==> src/rtl/fetch_prefetch_queue.sv <==
// fetch_prefetch_queue: sequential word-aligned fetch with an in-order prefetch queue feeding IF/ID.
// Latency: a response is written into the queue and appears on ifid the next cycle (2 cycles request-to-decode minimum).
// Backpressure: requests stall while DEPTH entries are allocated or stale responses are still owed; ifid_ready holds the head.
module fetch_prefetch_queue #(
  parameter int          DEPTH    = 4,
  parameter logic [63:0] RESET_PC = 64'h0
) (
  input  logic        clk,
  input  logic        reset,
  output logic        imem_req_valid,
  input  logic        imem_req_ready,
  output logic [63:0] imem_req_addr,
  input  logic        imem_resp_valid,
  input  logic [31:0] imem_resp_data,
  input  logic        redirect_valid,
  input  logic [63:0] redirect_pc,
  output logic        ifid_valid,
  input  logic        ifid_ready,
  output logic [31:0] ifid_instr,
  output logic [63:0] ifid_pc,
  output logic [63:0] ifid_pc_next
);

  localparam int            PW       = $clog2(DEPTH);
  localparam int            CW       = $clog2(DEPTH + 1);
  localparam logic [CW-1:0] FULL_CNT = CW'(DEPTH);
  localparam logic [CW-1:0] CNT_ONE  = CW'(1);
  localparam logic [PW-1:0] PTR_ONE  = PW'(1);

  // Queue storage: one pc/instr/filled triple per entry.
  logic [DEPTH-1:0][63:0] r_pc;
  logic [DEPTH-1:0][31:0] r_instr;
  logic [DEPTH-1:0]       r_filled;

  logic [63:0]   r_fetch_pc;
  logic [PW-1:0] r_head;
  logic [PW-1:0] r_tail;
  logic [PW-1:0] r_fill;
  logic [CW-1:0] r_alloc_cnt;   // entries allocated (filled or waiting for data)
  logic [CW-1:0] r_pend_cnt;    // allocated entries still waiting for data
  logic [CW-1:0] r_drop_cnt;    // responses owed to requests killed by a redirect

  logic          w_accept;
  logic          w_pop;
  logic          w_fill;
  logic          w_drop;
  logic [63:0]   w_redirect_tgt;
  logic [CW-1:0] w_owed;
  logic [CW-1:0] w_drop_redir;
  logic [CW-1:0] w_alloc_next;
  logic [CW-1:0] w_pend_next;

  // Handshake qualification; redirect suppresses both request and pop in its own cycle.
  always_comb begin
    imem_req_valid = !reset && !redirect_valid && (r_alloc_cnt < FULL_CNT) && (r_drop_cnt == '0);
    imem_req_addr  = r_fetch_pc;
    ifid_valid     = r_filled[r_head] && !redirect_valid;
    ifid_instr     = r_instr[r_head];
    ifid_pc        = r_pc[r_head];
    ifid_pc_next   = r_pc[r_head] + 64'd4;

    w_accept = imem_req_valid && imem_req_ready;
    w_pop    = ifid_valid && ifid_ready;
    // A response with nothing pending and nothing owed is unsolicited and falls through.
    w_drop   = imem_resp_valid && !redirect_valid && (r_drop_cnt != '0);
    w_fill   = imem_resp_valid && !redirect_valid && (r_drop_cnt == '0) && (r_pend_cnt != '0);

    w_redirect_tgt = redirect_pc & ~64'h3;
    // drop_cnt is only nonzero while the queue is empty, so the sum stays within DEPTH.
    w_owed         = r_drop_cnt + r_pend_cnt;
    w_drop_redir   = (imem_resp_valid && (w_owed != '0)) ? (w_owed - CNT_ONE) : w_owed;

    w_alloc_next = r_alloc_cnt + CW'(w_accept) - CW'(w_pop);
    w_pend_next  = r_pend_cnt + CW'(w_accept) - CW'(w_fill);
  end

  // Fetch PC, queue pointers and occupancy counters.
  always_ff @(posedge clk or posedge reset) begin
    if (reset) begin
      r_fetch_pc  <= RESET_PC;
      r_head      <= '0;
      r_tail      <= '0;
      r_fill      <= '0;
      r_alloc_cnt <= '0;
      r_pend_cnt  <= '0;
      r_drop_cnt  <= '0;
    end else if (redirect_valid) begin
      r_fetch_pc  <= w_redirect_tgt;
      r_head      <= '0;
      r_tail      <= '0;
      r_fill      <= '0;
      r_alloc_cnt <= '0;
      r_pend_cnt  <= '0;
      r_drop_cnt  <= w_drop_redir;
    end else begin
      if (w_accept) begin
        r_fetch_pc <= r_fetch_pc + 64'd4;
        r_tail     <= r_tail + PTR_ONE;
      end
      if (w_fill) begin
        r_fill <= r_fill + PTR_ONE;
      end
      if (w_pop) begin
        r_head <= r_head + PTR_ONE;
      end
      if (w_drop) begin
        r_drop_cnt <= r_drop_cnt - CNT_ONE;
      end
      r_alloc_cnt <= w_alloc_next;
      r_pend_cnt  <= w_pend_next;
    end
  end

  // Entry contents: allocate at tail, fill at the fill pointer, retire at head.
  always_ff @(posedge clk or posedge reset) begin
    if (reset) begin
      r_pc     <= '0;
      r_instr  <= '0;
      r_filled <= '0;
    end else if (redirect_valid) begin
      r_filled <= '0;
    end else begin
      if (w_accept) begin
        r_pc[r_tail]     <= r_fetch_pc;
        r_filled[r_tail] <= 1'b0;
      end
      if (w_fill) begin
        r_instr[r_fill]  <= imem_resp_data;
        r_filled[r_fill] <= 1'b1;
      end
      if (w_pop) begin
        r_filled[r_head] <= 1'b0;
      end
    end
  end

endmodule

==> config.mk <==
export PLATFORM = sky130hd
export DESIGN_NAME = fetch_prefetch_queue
export DESIGN_NICKNAME = d
export VERILOG_FILES = /design/src/rtl/fetch_prefetch_queue.sv
export SDC_FILE = /design/constraint.sdc
export NUM_CORES = 1
export LEC_CHECK = 0
export CELL_PAD_IN_SITES_DETAIL_PLACEMENT = 0
export CELL_PAD_IN_SITES_GLOBAL_PLACEMENT = 1
export CORE_MARGIN = 5
export CORE_UTILIZATION = 36
export CTS_CLUSTER_DIAMETER = 150
export CTS_CLUSTER_SIZE = 12
export DETAILED_ROUTE_END_ITERATION = 10
export HOLD_SLACK_MARGIN = 0.05
export PLACE_DENSITY = 0.74
export REMOVE_ABC_BUFFERS = 1
export SLEW_MARGIN = 20
export SYNTH_ARGS = -nofsm -noshare
export SYNTH_HDL_FRONTEND = slang
export SYNTH_SLANG_ARGS = --single-unit
==> constraint.sdc <==
create_clock -name clk -period 19.5 [get_ports clk]
set_clock_uncertainty 0.15 [all_clocks]
set_input_delay 3.9 -clock clk [delete_from_list [all_inputs] [get_ports clk]]
set_output_delay 3.9 -clock clk [all_outputs]
set_load 0.005 [all_outputs]
# Word-level counts from Yosys, hierarchy flattened

Cells that the tools add are included.
Widths: inputs -> output; s select.

$add $sub $neg: 12
Order comparisons: 7
Mux-type cells: 37
Bitwise operators: 6
Reduce and logical (&&, ||, !) cells: 26

Operator list:

| kind                  | number |
|---|---|
| $bwmux 256            | 1 |
| $mux 64               | 4 |
| $add 64x3->64 const B | 2 |
| $bmux 64 s2           | 1 |
| $bwmux 128            | 1 |
| $demux 64 s2          | 1 |
| $bmux 32 s2           | 1 |
| $demux 32 s2          | 1 |
| $mux 32               | 2 |
| $mux 4                | 6 |
| $mux 3                | 5 |
| $logic_and 1x1->1     | 14 |
| $mux 2                | 6 |
| $lt 2x3->1 const B    | 3 |
| $reduce_bool 3->1     | 3 |
| $and 4x4->4           | 2 |
| $not 4->4             | 2 |
| $reduce_bool 2->1     | 4 |
| $add 2x1->2 const B   | 3 |
| $add 3x1->3           | 2 |
| $demux 1 s2           | 3 |
| $ge 2x1->1 const B    | 3 |
| $sub 3x1->3           | 2 |
| $sub 3x1->3 const B   | 2 |
| 9 further kinds       | 14 |

Register bits: 467
Input bits: 102
Output and inout port bits: 226
Logic and storage cells: 104

# Logic depth before layout (Yosys ltp)

Gate-level depths: netlist of run 1.

Depth in word-level cells: 14
Depth in mapped cells: 17
Depth with buffers taken out: 12

# Worst setup path before layout of run 1

OpenSTA, ideal clock, no wires.

Path kind: input to output
Start point: input redirect_valid
End point: output imem_req_valid
Data arrival time: 4305 ps
Data required time: 15450 ps
Slack: 11145 ps
Stages: 2
Path buffers: 0
Cells stage by stage: nor3b_1 -> and2_1

Cells in the longest elaborated chain, start to end: 4

RTL lines:

| what                            | RTL line | RTL |
|---|---|---|
| start, declared                 | 15       | `input logic redirect_valid,` |
| $logic_not 1->1                 | 55       | `imem_req_valid = !reset && !redirect_valid && (r_alloc_cnt < FULL_CNT) && (r_drop_cnt == '0);` |
| $logic_and 1x1->1 (3 in series) | 55       |  |
| end, declared                   | 10       | `output logic imem_req_valid,` |

No other way between the ends.

# Final worst setup path of run 1

Start point: register r_head[1]
End point: output ifid_pc_next[63]

Cells in the longest elaborated chain, start to end: 3

RTL lines:

| what                          | RTL line | RTL |
|---|---|---|
| start, declared               | 36       | `logic [PW-1:0] r_head;` |
| start signal, assigned        | 104      | `r_head <= r_head + PTR_ONE;` |
| $bmux 64 s2                   | 60       | `ifid_pc_next = r_pc[r_head] + 64'd4;` |
| $mux 64 (implied by the code) | 60       |  |
| $add 64x3->64                 | 60       |  |
| end, declared                 | 21       | `output logic [63:0] ifid_pc_next` |

No other way between the ends. The select of a mux whose other input is x is not followed.

==> summary.txt, run 1 <==
Setup path
  • R2r startpoint: r_drop_cnt[1]$_DFFE_PP0P_
  • Buf+Inv Stages, Crit Path: 2
  • CP Launch Type: register
  • Worst R2R End: imem_req_addr[35]$_DFFE_PP0N_
  • Most used cell, CP: or4_4
  • Crit-path cells: buf_4 -> mux4_1 -> nand4_1 -> or4_4 -> or4_1 -> or4_4 -> xnor2_2 -> clkdlybuf4s50_1
  • R2R depth: 11
  • Slowest stage delay, CP: 0.87 ns
  • Required @ worst endpoint: 15.45 ns
  • R2R Setup Slk: 15.16 ns
  • Crit path max-delay family: simple AND/OR/NAND/NOR gates
  • Worst Path Arrival: 5.88 ns
  • Slowest-stage cell, CP: buf_4
  • Crit. End Element: output port
  • Crit Path Category: reg -> out
  • CP max FO: 54

Synth
  • Post-synth EDFFs: 0
  • Synth Register Bits: 457
  • Synth Cell Area: 22700 um^2
  • Syn Inst Count: 1784
  • Post-synthesis sequential area ratio: 0.504
  • Synth cell types: 58
  • Yosys warns: 0
  • Mean post-synth cell area: 12.7 um^2
  • Synth Flop Type: dfrtp_1
  • Post-synth ARST share: 1.00

Hold path
  • Hold Path Class: reg -> reg
  • Sink of the worst hold path: r_pc[132]$_DFFE_PP0P_
  • Hold depth: 2
  • Hold path start: r_pc[132]$_DFFE_PP0P_

Finish
  • FILL cells: 5697
  • Leading cell type in the layout, fill and taps excluded: dfrtp_1
  • Area of the multi-input gates: 10600 um^2
  • FF/Latch Area: 11400 um^2
  • Layout cells sized above 1: 0.261
  • Most frequent cells in the layout: dfrtp_1, mux2_2, clkdlybuf4s50_1
  • Layout area overhead: 22.4%
  • Fin nets: 2171
  • Util after Layout: 0.443

Placement
  • Placer Congestion: 0.853
  • Post-detail-place hpwl: 46600 um
  • I/O Buffers: 319
  • Pre-CTS setup slack: 9.98 ns

Die
  • Initial Util: 0.362
  • Die width: 261 um
  • Core area: 62700 um^2
  • Die height: 261 um
  • Die ar.: 68100 um^2
  • I/O pin cnt: 328
  • # rows: 92

Routing
  • Final wirelength: 69000 um
  • Via count: 15914
  • WL/cell: 23.8 um
  • Count of TritonRoute iterations in the first routing pass: 5
  • ANT nets after route: 0
  • DRC: 0
  • Via-to-Cell Ratio: 5.50
  • Initial DRC Count: 922

Clock network
  • Clock Path Buffers: 3
  • Hold_buf cts: 0
  • Total clock buffers created by CTS: 44
  • Clock sinks: 457
  • H-tree depth: 2
  • Setup Fix Bufs, Post-CTS: 0
  • Clk slew on worst S/H paths: 0.06 ns
  • Post-CTS sizing: 0
  • CTS root buf: clkbuf_16
  • Clk Latency, worst-skew pair: 0.57 ns
  • CTS tree: built

STA
  • Worst-margin pin slew: 1.06 ns
  • Setup-failing EPs final: 0
  • Crit share post-route: 0.509
  • Final Hold Vio Count: 0
  • Fin Setup TNS: 0 ns
  • FMAX: 101 MHz
  • Final WS setup: 9.57 ns
  • RSZ-0062 raised after global routing: no
  • Rel. slew slack: 0.290
  • Max-slew violation count: 0
  • Post-route minimum period: 9.93 ns

Pwr
  • Comb power frac: 0.271
  • PwrDens: 92.6 nW/um^2
  • Clock Power Share: 0.296
  • Switch share: 0.285
  • Cell internal pwr: 1840 uW
  • Max VDD drop: 0.0582 mV
  • Net switching power: 734 uW
  • Share of power burned in registers: 0.433
  • Leak pwr: 0.0124 uW

Global routing
  • Total grt overflow: 0
  • Global-route usage over all layers: 0.198
  • Initial antenna violation count: 7
  • Largest net degree at the start of global routing: 132
  • Number of global-route vias before repair: 16482
  • Global-route wire length before repair: 105000 um

Status
  • Run status: complete, no violations

Flow run
  • Max Cap Violations: 0
-- sequential cells by signal, indices dropped and copies added (netlist names) --
name and count:
r_tail 2, r_filled 4, r_pc 248, r_instr 128, r_head 2, r_pend_cnt 3
r_drop_cnt 3, imem_req_addr 62, r_alloc_cnt 3, r_fill 2
-- how the worst max path moves through the flow --
stage | start | cells past startpoint | slack, ns | endpoint
after floorplan | reset | 1 | 2.71 | imem_req_addr[10]$_DFFE_PP0N_
after global placement | redirect_valid | 4 | 10.02 | ifid_valid
after detailed placement | redirect_valid | 4 | 9.98 | ifid_valid
after CTS | r_head[1]$_DFFE_PP0P_ | 8 | 9.44 | ifid_pc_next[63]
after global routing | r_head[1]$_DFFE_PP0P_ | 8 | 9.28 | ifid_pc_next[63]
final | r_head[1]$_DFFE_PP0P_ | 8 | 9.57 | ifid_pc_next[63]
-- power groups by stage --
| stage | Sequential, uW | Combinational [uW] | Clock (uW) |
|---|---|---|---|
| 6_report | 1120 | 696 | 761 |
| 5_1_grt | 1130 | 753 | 819 |
| 4_1_cts | 1110 | 706 | 784 |
| 3_5_place_dp | 1130 | 702 | 0 |
| 3_3_place_gp | 1120 | 693 | 0 |
| 2_1_floorplan | 1110 | 311 | 0 |
-- cell families after synthesis --
group | count (synthesis) | share of synthesized area
muxes | 462 | 0.279
DFF | 457 | 0.504
and+or+nand+nor | 428 | 0.0931
buffers and inverters | 172 | 0.0336
AOI/OAI and AO/OA | 169 | 0.0483
xor gates and xnor gates | 69 | 0.0270
adders and majority gates | 26 | 0.0153
other | 1 | 0.000165
-- worst register-to-register path, stage by stage, from the launching register on --
cell,delay (ns)
dfrtp_1,0.39
inv_1,0.13
ha_1,0.20
nor3b_1,0.45
and3_2,0.27
buf_4,0.34
buf_4,0.48
inv_2,0.07
buf_4,0.29
nand2_1,0.78
o21ai_0,0.32
a221o_1,0.36
-- through the flow --
step / total power [uW] / cell area [um^2] / std cells / hold WS [ns]
6_report: 2570 / 27800 / 2896 / 0.328
5_1_grt: 2700 / 27800 / 2892 / 0.354
4_1_cts: 2600 / 27800 / 2892 / 0.333
3_5_place_dp: 1830 / 26600 / 2843 / 0.322
3_3_place_gp: 1820 / 26600 / 2843 / 0.305
2_1_floorplan: 1420 / 22100 / 1650 / 0.292
-- cell type report --
class	count	share of cell area
flip-flops and latches	457	0.412
diodes	4	0.000360
well taps	846	0.0381
clock buffers	48	0.0410
inverters	33	0.00473
repair buffers	347	0.123
multi-input cells	1160	0.381
clock inverters	1	0.000405
-- metal layers --
| metal | GRT usage | vias up | share of wire |
|---|---|---|---|
| met5 | 0 | - | 0.00056 |
| met4 | 0.0492 | 6 | 0.021 |
| met3 | 0.0524 | 95 | 0.077 |
| met2 | 0.325 | 486 | 0.47 |
| met1 | 0.266 | 8272 | 0.43 |
| li1 | - | 7055 | - |
-- synthesized netlist by cell type, types with 23 or more instances --
master / count / area share
buf_1: 42 / 0.0069
clkbuf_1: 74 / 0.012
dfrtp_1: 457 / 0.50
ha_1: 23 / 0.013
inv_1: 30 / 0.0050
mux2_2: 357 / 0.18
mux4_2: 76 / 0.075
nand2_1: 152 / 0.025
nand3_1: 61 / 0.013
nand4_1: 37 / 0.010
nor2_1: 56 / 0.0093
o21ai_0: 70 / 0.015
xnor2_1: 46 / 0.018
No activity file was read; power rests on OpenSTA's default activity.
==> run 2: changes to the inputs <==
==> constraint.sdc (replaced) <==
create_clock -name clk -period 10.3 [get_ports clk]
set_clock_uncertainty 0.15 [all_clocks]
set_input_delay 2.06 -clock clk [delete_from_list [all_inputs] [get_ports clk]]
set_output_delay 2.06 -clock clk [all_outputs]
set_load 0.005 [all_outputs]
==> run 2 against run 1 <==
Against the previous run: cell area about the same; cell count decreased by 0.14%; non-clock buffer count decreased by 1; largest power group unchanged; highest routed layer unchanged.
==> summary.txt, run 2 (same netlist as run 1, synthesis figures left out) <==
Global routing
  • Number of global-route vias before repair: 16699 (was 16482)
  • Initial antenna violation count: 5 (was 7)
  • Global-route usage over all layers: 0.201 (was 0.198)
  • Total grt overflow: 0 (unchanged)
  • Largest net degree at the start of global routing: 123 (was 132)
  • Global-route wire length before repair: 106000 um (was 105000 um)

Clock network
  • Post-CTS sizing: 0 (unchanged)
  • Clock sinks: 457 (unchanged)
  • Clk slew on worst S/H paths: 0.06 ns (about the same)
  • Setup Fix Bufs, Post-CTS: 0 (unchanged)
  • H-tree depth: 2 (unchanged)
  • CTS tree: built (unchanged)
  • Hold_buf cts: 0 (unchanged)
  • Total clock buffers created by CTS: 44 (unchanged)
  • Clk Latency, worst-skew pair: 0.57 ns (about the same)
  • Clock Path Buffers: 3 (unchanged)
  • CTS root buf: clkbuf_16 (unchanged)

STA
  • Setup-failing EPs final: 0 (unchanged)
  • Final WS setup: 2.74 ns (was 9.57 ns)
  • RSZ-0062 raised after global routing: no (unchanged)
  • Worst-margin pin slew: 1.12 ns (was 1.06 ns)
  • Fin Setup TNS: 0 ns (unchanged)
  • Crit share post-route: 0.734
  • Final Hold Vio Count: 0 (unchanged)
  • Rel. slew slack: 0.255 (was 0.290)
  • Max-slew violation count: 0 (unchanged)
  • FMAX: 132 MHz
  • Post-route minimum period: 7.56 ns

Placement
  • Pre-CTS setup slack: 3.23 ns (was 9.98 ns)
  • I/O Buffers: 319 (unchanged)
  • Post-detail-place hpwl: 47100 um (was 46600 um)
  • Placer Congestion: 0.871 (was 0.853)
  • Inst Count DP: 2842 (was 2843)
  • Placement Cell Area: 26600 um^2 (about the same)

Pwr
  • PwrDens: 176 nW/um^2 (was 92.6 nW/um^2)
  • Leak pwr: 0.0124 uW (about the same)
  • Max VDD drop: 0.136 mV (was 0.0582 mV)
  • Design Power: 4890 uW (was 2570 uW)

Setup path
  • Crit. End Element: output port (unchanged)
  • Crit path max-delay family: simple AND/OR/NAND/NOR gates (unchanged)
  • Slowest-stage cell, CP: buf_4 (unchanged)
  • Crit Path Category: reg -> out (unchanged)
  • Worst R2R End: r_alloc_cnt[2]$_DFF_PP0_ (was imem_req_addr[35]$_DFFE_PP0N_)
  • R2R Setup Slk: 6.43 ns (was 15.16 ns)
  • R2r startpoint: r_head[0]$_DFFE_PP0P_ (was r_drop_cnt[1]$_DFFE_PP0P_)
  • Most used cell, CP: or3_1 (was or4_4)
  • CP max FO: 45 (was 54)
  • Buf+Inv Stages, Crit Path: 2 (unchanged)
  • Required @ worst endpoint: 8.09 ns (was 15.45 ns)
  • Worst Path Arrival: 5.35 ns (was 5.88 ns)
  • Total stage count of the critical path: 9 (was 8)
  • CP Launch Type: register (unchanged)
  • R2R depth: 10 (was 11)
  • Slowest stage delay, CP: 0.80 ns (was 0.87 ns)
  • Crit-path cells: buf_4 -> mux4_2 -> ha_1 -> nand2_1 -> or3_1 -> or3_1 -> nor4_1 -> xor2_1 -> clkdlybuf4s50_1 (was buf_4 -> mux4_1 -> nand4_1 -> or4_4 -> or4_1 -> or4_4 -> xnor2_2 -> clkdlybuf4s50_1)

Routing
  • Final wirelength: 69400 um (was 69000 um)
  • DRC: 0 (unchanged)
  • Count of TritonRoute iterations in the first routing pass: 5 (unchanged)
  • Via-to-Cell Ratio: 5.49 (was 5.50)
  • WL/cell: 24.0 um (was 23.8 um)
  • Via count: 15891 (was 15914)
  • ANT nets after route: 0 (unchanged)
  • Initial DRC Count: 1004 (was 922)

Die
  • Die height: 261 um (unchanged)
  • Die width: 261 um (unchanged)
  • I/O pin cnt: 328 (unchanged)
  • Core area: 62700 um^2 (unchanged)
  • Initial Util: 0.362 (unchanged)
  • # rows: 92 (unchanged)
  • Die ar.: 68100 um^2 (unchanged)

Hold path
  • Hold path start: r_pc[112]$_DFFE_PP0P_ (was r_pc[132]$_DFFE_PP0P_)
  • Sink of the worst hold path: r_pc[112]$_DFFE_PP0P_ (was r_pc[132]$_DFFE_PP0P_)
  • Hold depth: 2 (unchanged)
  • Hold Path Class: reg -> reg (unchanged)

Finish
  • N_diodes: 0 (was 4)
  • Fin nets: 2170 (was 2171)
  • Most frequent cells in the layout: dfrtp_1, mux2_2, clkdlybuf4s50_1 (unchanged)
  • Largest register by flop count: r_pc (unchanged)
  • Final Instance Area: 27800 um^2 (about the same)
  • Post-route insts no fill: 2892 (was 2896)
  • Max FFs per register: 248 (unchanged)
  • Leading cell type in the layout, fill and taps excluded: dfrtp_1 (unchanged)
  • Layout cells sized above 1: 0.261 (about the same)
  • Layout area overhead: 22.4% (about the same)

Status
  • Run status: complete, no violations (unchanged)

Flow run
  • Max Cap Violations: 0 (unchanged)
run 2: changes by cell type in the layout (fill, tap and decap cells not counted):
cell,delta
inv_6,+2
clkbuf_1,-1
nor4bb_1,-1
nor4bb_2,+1
diode_2,-4
buf_6,-1
run 2: worst max path at each step:
| stage | startpoint | to | slack, ns |
|---|---|---|---|
| after floorplan | reset | imem_req_addr[10]$_DFFE_PP0N_ | -4.65 |
| after global placement | r_head[1]$_DFFE_PP0P_ | ifid_pc_next[46] | 3.28 |
| final | r_head[0]$_DFFE_PP0P_ | ifid_pc_next[46] | 2.74 |
| after CTS | r_head[1]$_DFFE_PP0P_ | ifid_pc_next[46] | 2.59 |
| after detailed placement | r_head[1]$_DFFE_PP0P_ | ifid_pc_next[46] | 3.23 |
| after global routing | r_head[1]$_DFFE_PP0P_ | ifid_pc_next[45] | 2.40 |
run 2: tightest hold or removal path, cell delays in order, from the launching register on:
cell     delay (ns)
dfrtp_1        0.34
nand2_1        0.05
o21ai_0        0.06
run 2: per-stage QoR:
step,hold WS [ns],util
2_1_floorplan,0.292,-
3_3_place_gp,0.305,0.424
3_5_place_dp,0.317,0.424
4_1_cts,0.331,0.442
5_1_grt,0.350,0.443
6_report,0.326,0.443
run 2: power breakdown:
group          internal (uW)  switching [uW]  total (uW)
Clock                    775             672        1450
Combinational            745             586        1330
Sequential              1960             149        2110
run 2: final cells by class:
type	instances	area (um^2)
clock buffers	47	1130
fillers	5678	35000
well taps	846	1060
inverters	33	131
multi-input cells	1160	10600
repair buffers	346	3390
flip-flops and latches	457	11400
clock inverters	3	28.8
run 2: per-layer routing:
metal	GRT usage	share of wire	routed length [um]	up-vias
li1	-	-	-	7037
met1	0.262	0.41	28600	8239
met2	0.330	0.48	33000	522
met3	0.0639	0.092	6420	85
met4	0.0470	0.019	1350	8
met5	0	0.00073	51	-
==> run 3: changes to the inputs <==
--- a/config.mk
+++ b/config.mk
@@ -13,7 +13,7 @@
 export CTS_CLUSTER_SIZE = 12
 export DETAILED_ROUTE_END_ITERATION = 10
 export HOLD_SLACK_MARGIN = 0.05
-export PLACE_DENSITY = 0.74
+export PLACE_DENSITY = 0.77
 export REMOVE_ABC_BUFFERS = 1
 export SLEW_MARGIN = 20
 export SYNTH_ARGS = -nofsm -noshare
==> constraint.sdc (replaced) <==
create_clock -name clk -period 6.2 [get_ports clk]
set_clock_uncertainty 0.15 [all_clocks]
set_input_delay 1.24 -clock clk [delete_from_list [all_inputs] [get_ports clk]]
set_output_delay 1.24 -clock clk [all_outputs]
set_load 0.005 [all_outputs]
==> run 3 against run 2 <==
Against the previous run: utilization is 0.35 points higher; clock power is 66% higher; combinational power is 67% higher; hold slack better by 0.0020 ns; register-to-register slack worse by 3.9 ns; global-route usage is 0.29 points lower; wire length is 0.98% lower; power is 67% higher; cell area is 0.80% higher; via count is 0.71% higher; non-clock buffer count is 20 higher; critical path type unchanged; critical endpoint is now ifid_pc_next[63].
==> summary.txt, run 3 (same netlist as run 1, synthesis figures left out) <==
Status
  • Run status: complete, no violations (unchanged)

Routing
  • WL/cell: 23.6 um (was 24.0 um)
  • ANT nets after route: 0 (unchanged)
  • Final wirelength: 68800 um (was 69400 um)
  • Count of TritonRoute iterations in the first routing pass: 7 (was 5)
  • DRC: 0 (unchanged)
  • Via-to-Cell Ratio: 5.49 (about the same)
  • Initial DRC Count: 1128 (was 1004)
  • Via count: 16004 (was 15891)

Pwr
  • Clock Power Share: 0.296 (about the same)
  • Net switching power: 2350 uW (was 1410 uW)
  • Comb power frac: 0.273 (was 0.272)
  • Leak pwr: 0.0124 uW (about the same)
  • PwrDens: 291 nW/um^2 (was 176 nW/um^2)
  • Max VDD drop: 0.203 mV (was 0.136 mV)
  • Cell internal pwr: 5800 uW (was 3480 uW)
  • Design Power: 8150 uW (was 4890 uW)
  • Share of power burned in registers: 0.431 (was 0.432)
  • Switch share: 0.288 (about the same)

Clock network
  • CTS root buf: clkbuf_16 (unchanged)
  • H-tree depth: 2 (unchanged)
  • Clock Path Buffers: 3 (unchanged)
  • Hold_buf cts: 0 (unchanged)
  • Clk slew on worst S/H paths: 0.06 ns (about the same)
  • Clock sinks: 457 (unchanged)
  • Clk Latency, worst-skew pair: 0.59 ns (was 0.57 ns)
  • Total clock buffers created by CTS: 44 (unchanged)
  • CTS tree: built (unchanged)

Global routing
  • Global-route usage over all layers: 0.198 (was 0.201)
  • Total grt overflow: 0 (unchanged)
  • Initial antenna violation count: 11 (was 5)
  • Number of global-route vias before repair: 16682 (was 16699)
  • Largest net degree at the start of global routing: 130 (was 123)
  • Global-route wire length before repair: 105000 um (was 106000 um)

STA
  • Rel. slew slack: 0.356 (was 0.255)
  • Setup-failing EPs final: 0 (unchanged)
  • FMAX: 168 MHz
  • RSZ-0062 raised after global routing: no (unchanged)
  • Final Hold Vio Count: 0 (unchanged)
  • Crit share post-route: 0.959
  • Hold Worst Slack: 0.328 ns (was 0.326 ns)
  • Post-route minimum period: 5.94 ns
  • Worst-margin pin slew: 0.958 ns (was 1.12 ns)
  • Max-slew violation count: 0 (unchanged)

Finish
  • Most frequent cells in the layout: dfrtp_1, mux2_2, clkdlybuf4s50_1 (unchanged)
  • Layout area overhead: 23.4% (was 22.4%)
  • Largest register by flop count: r_pc (unchanged)
  • FILL cells: 5696 (was 5678)
  • Leading cell type in the layout, fill and taps excluded: dfrtp_1 (unchanged)
  • Util after Layout: 0.446 (was 0.443)
  • Max FFs per register: 248 (unchanged)
  • Fin nets: 2190 (was 2170)
  • Layout cells sized above 1: 0.269 (was 0.261)

Die
  • I/O pin cnt: 328 (unchanged)
  • # rows: 92 (unchanged)
  • Die width: 261 um (unchanged)
  • Die height: 261 um (unchanged)
  • Initial Util: 0.362 (unchanged)
  • Die ar.: 68100 um^2 (unchanged)
  • Core area: 62700 um^2 (unchanged)

Placement
  • I/O Buffers: 319 (unchanged)
  • Placer Congestion: 0.885 (was 0.871)
  • Post-detail-place hpwl: 47100 um (about the same)

Setup path
  • CP Launch Type: register (unchanged)
  • Crit. End Element: output port (unchanged)
  • CP max FO: 14 (was 45)
  • Required @ worst endpoint: 4.81 ns (was 8.09 ns)
  • Crit Path Category: reg -> out (unchanged)
  • Worst Path Arrival: 4.55 ns (was 5.35 ns)

Hold path
  • Hold Path Class: reg -> reg (unchanged)

Flow run
  • Max Cap Violations: 0 (unchanged)
-- run 3: stage by stage --
stage / instances / setup WS, ns / area, um^2 / TNS (ns)
finish: 2915 / 0.256 / 28000 / 0
global route: 2914 / 0.0866 / 28000 / 0
CTS: 2908 / 0.0353 / 27900 / 0
detailed placement: 2858 / 0.585 / 26800 / 0
global placement: 2858 / 0.613 / 26700 / 0
floorplan: 1650 / -7.93 / 22100 / -3667.29
-- run 3: layer usage --
layer / part of all wire / vias to the layer above / GRT usage
met2: 0.48 / 544 / 0.333
met3: 0.088 / 112 / 0.0636
met1: 0.41 / 8252 / 0.251
met5: 0.0018 / - / 0
met4: 0.021 / 14 / 0.0448
li1: - / 7082 / -
-- run 3: cell type report --
class | instances | area (um^2) | area share
multi-input cells | 1160 | 10600 | 0.379
flip-flops and latches | 457 | 11400 | 0.409
well taps | 846 | 1060 | 0.0378
clock inverters | 3 | 28.8 | 0.00103
diodes | 3 | 7.51 | 0.000268
clock buffers | 47 | 1130 | 0.0405
inverters | 33 | 131 | 0.00469
repair buffers | 366 | 3570 | 0.127
-- run 3: critical path, stage by stage, from the launching register on --
cell and delay [ns]:
dfrtp_4 0.59, mux4_1 0.49, nand4_1 0.32, or4_4 0.64, or4_4 0.65, or4_4 0.61
xnor2_2 0.14, clkdlybuf4s50_1 0.51
-- run 3: path summary, 6_finish.rpt --
check | start | end | slack, ns | depth (start not counted)
worst min register to register | r_pc[68]$_DFFE_PP0P_ | r_pc[68]$_DFFE_PP0P_ | 0.33 | 2
min in group asynchronous | reset | r_alloc_cnt[2]$_DFF_PP0_ | 1.10 | 2
worst min-delay path | r_pc[68]$_DFFE_PP0P_ | r_pc[68]$_DFFE_PP0P_ | 0.33 | 2
worst max register to register | r_drop_cnt[1]$_DFFE_PP0P_ | imem_req_addr[35]$_DFFE_PP0N_ | 2.53 | 8
max in group asynchronous | reset | r_pc[32]$_DFFE_PP0P_ | 3.46 | 3
worst max-delay path | r_head[0]$_DFFE_PP0P_ | ifid_pc_next[63] | 0.26 | 7
-- run 3: power by group through the flow --
stage	Clock [uW]	Combinational, uW	Sequential [uW]
final	2410	2220	3510
after global routing	2590	2400	3550
after CTS	2490	2250	3510
after detailed placement	0	2240	3560
after global placement	0	2210	3530
after floorplan	0	978	3480
-- run 3: what timing repair did --
item / 4_1_cts / 5_1_grt
gates cloned: 0 / 0
resized for setup: 1 / 3
buffers inserted: 0 / 4
setup endpoints to repair: 1 / 15
pin swaps: 0 / 0
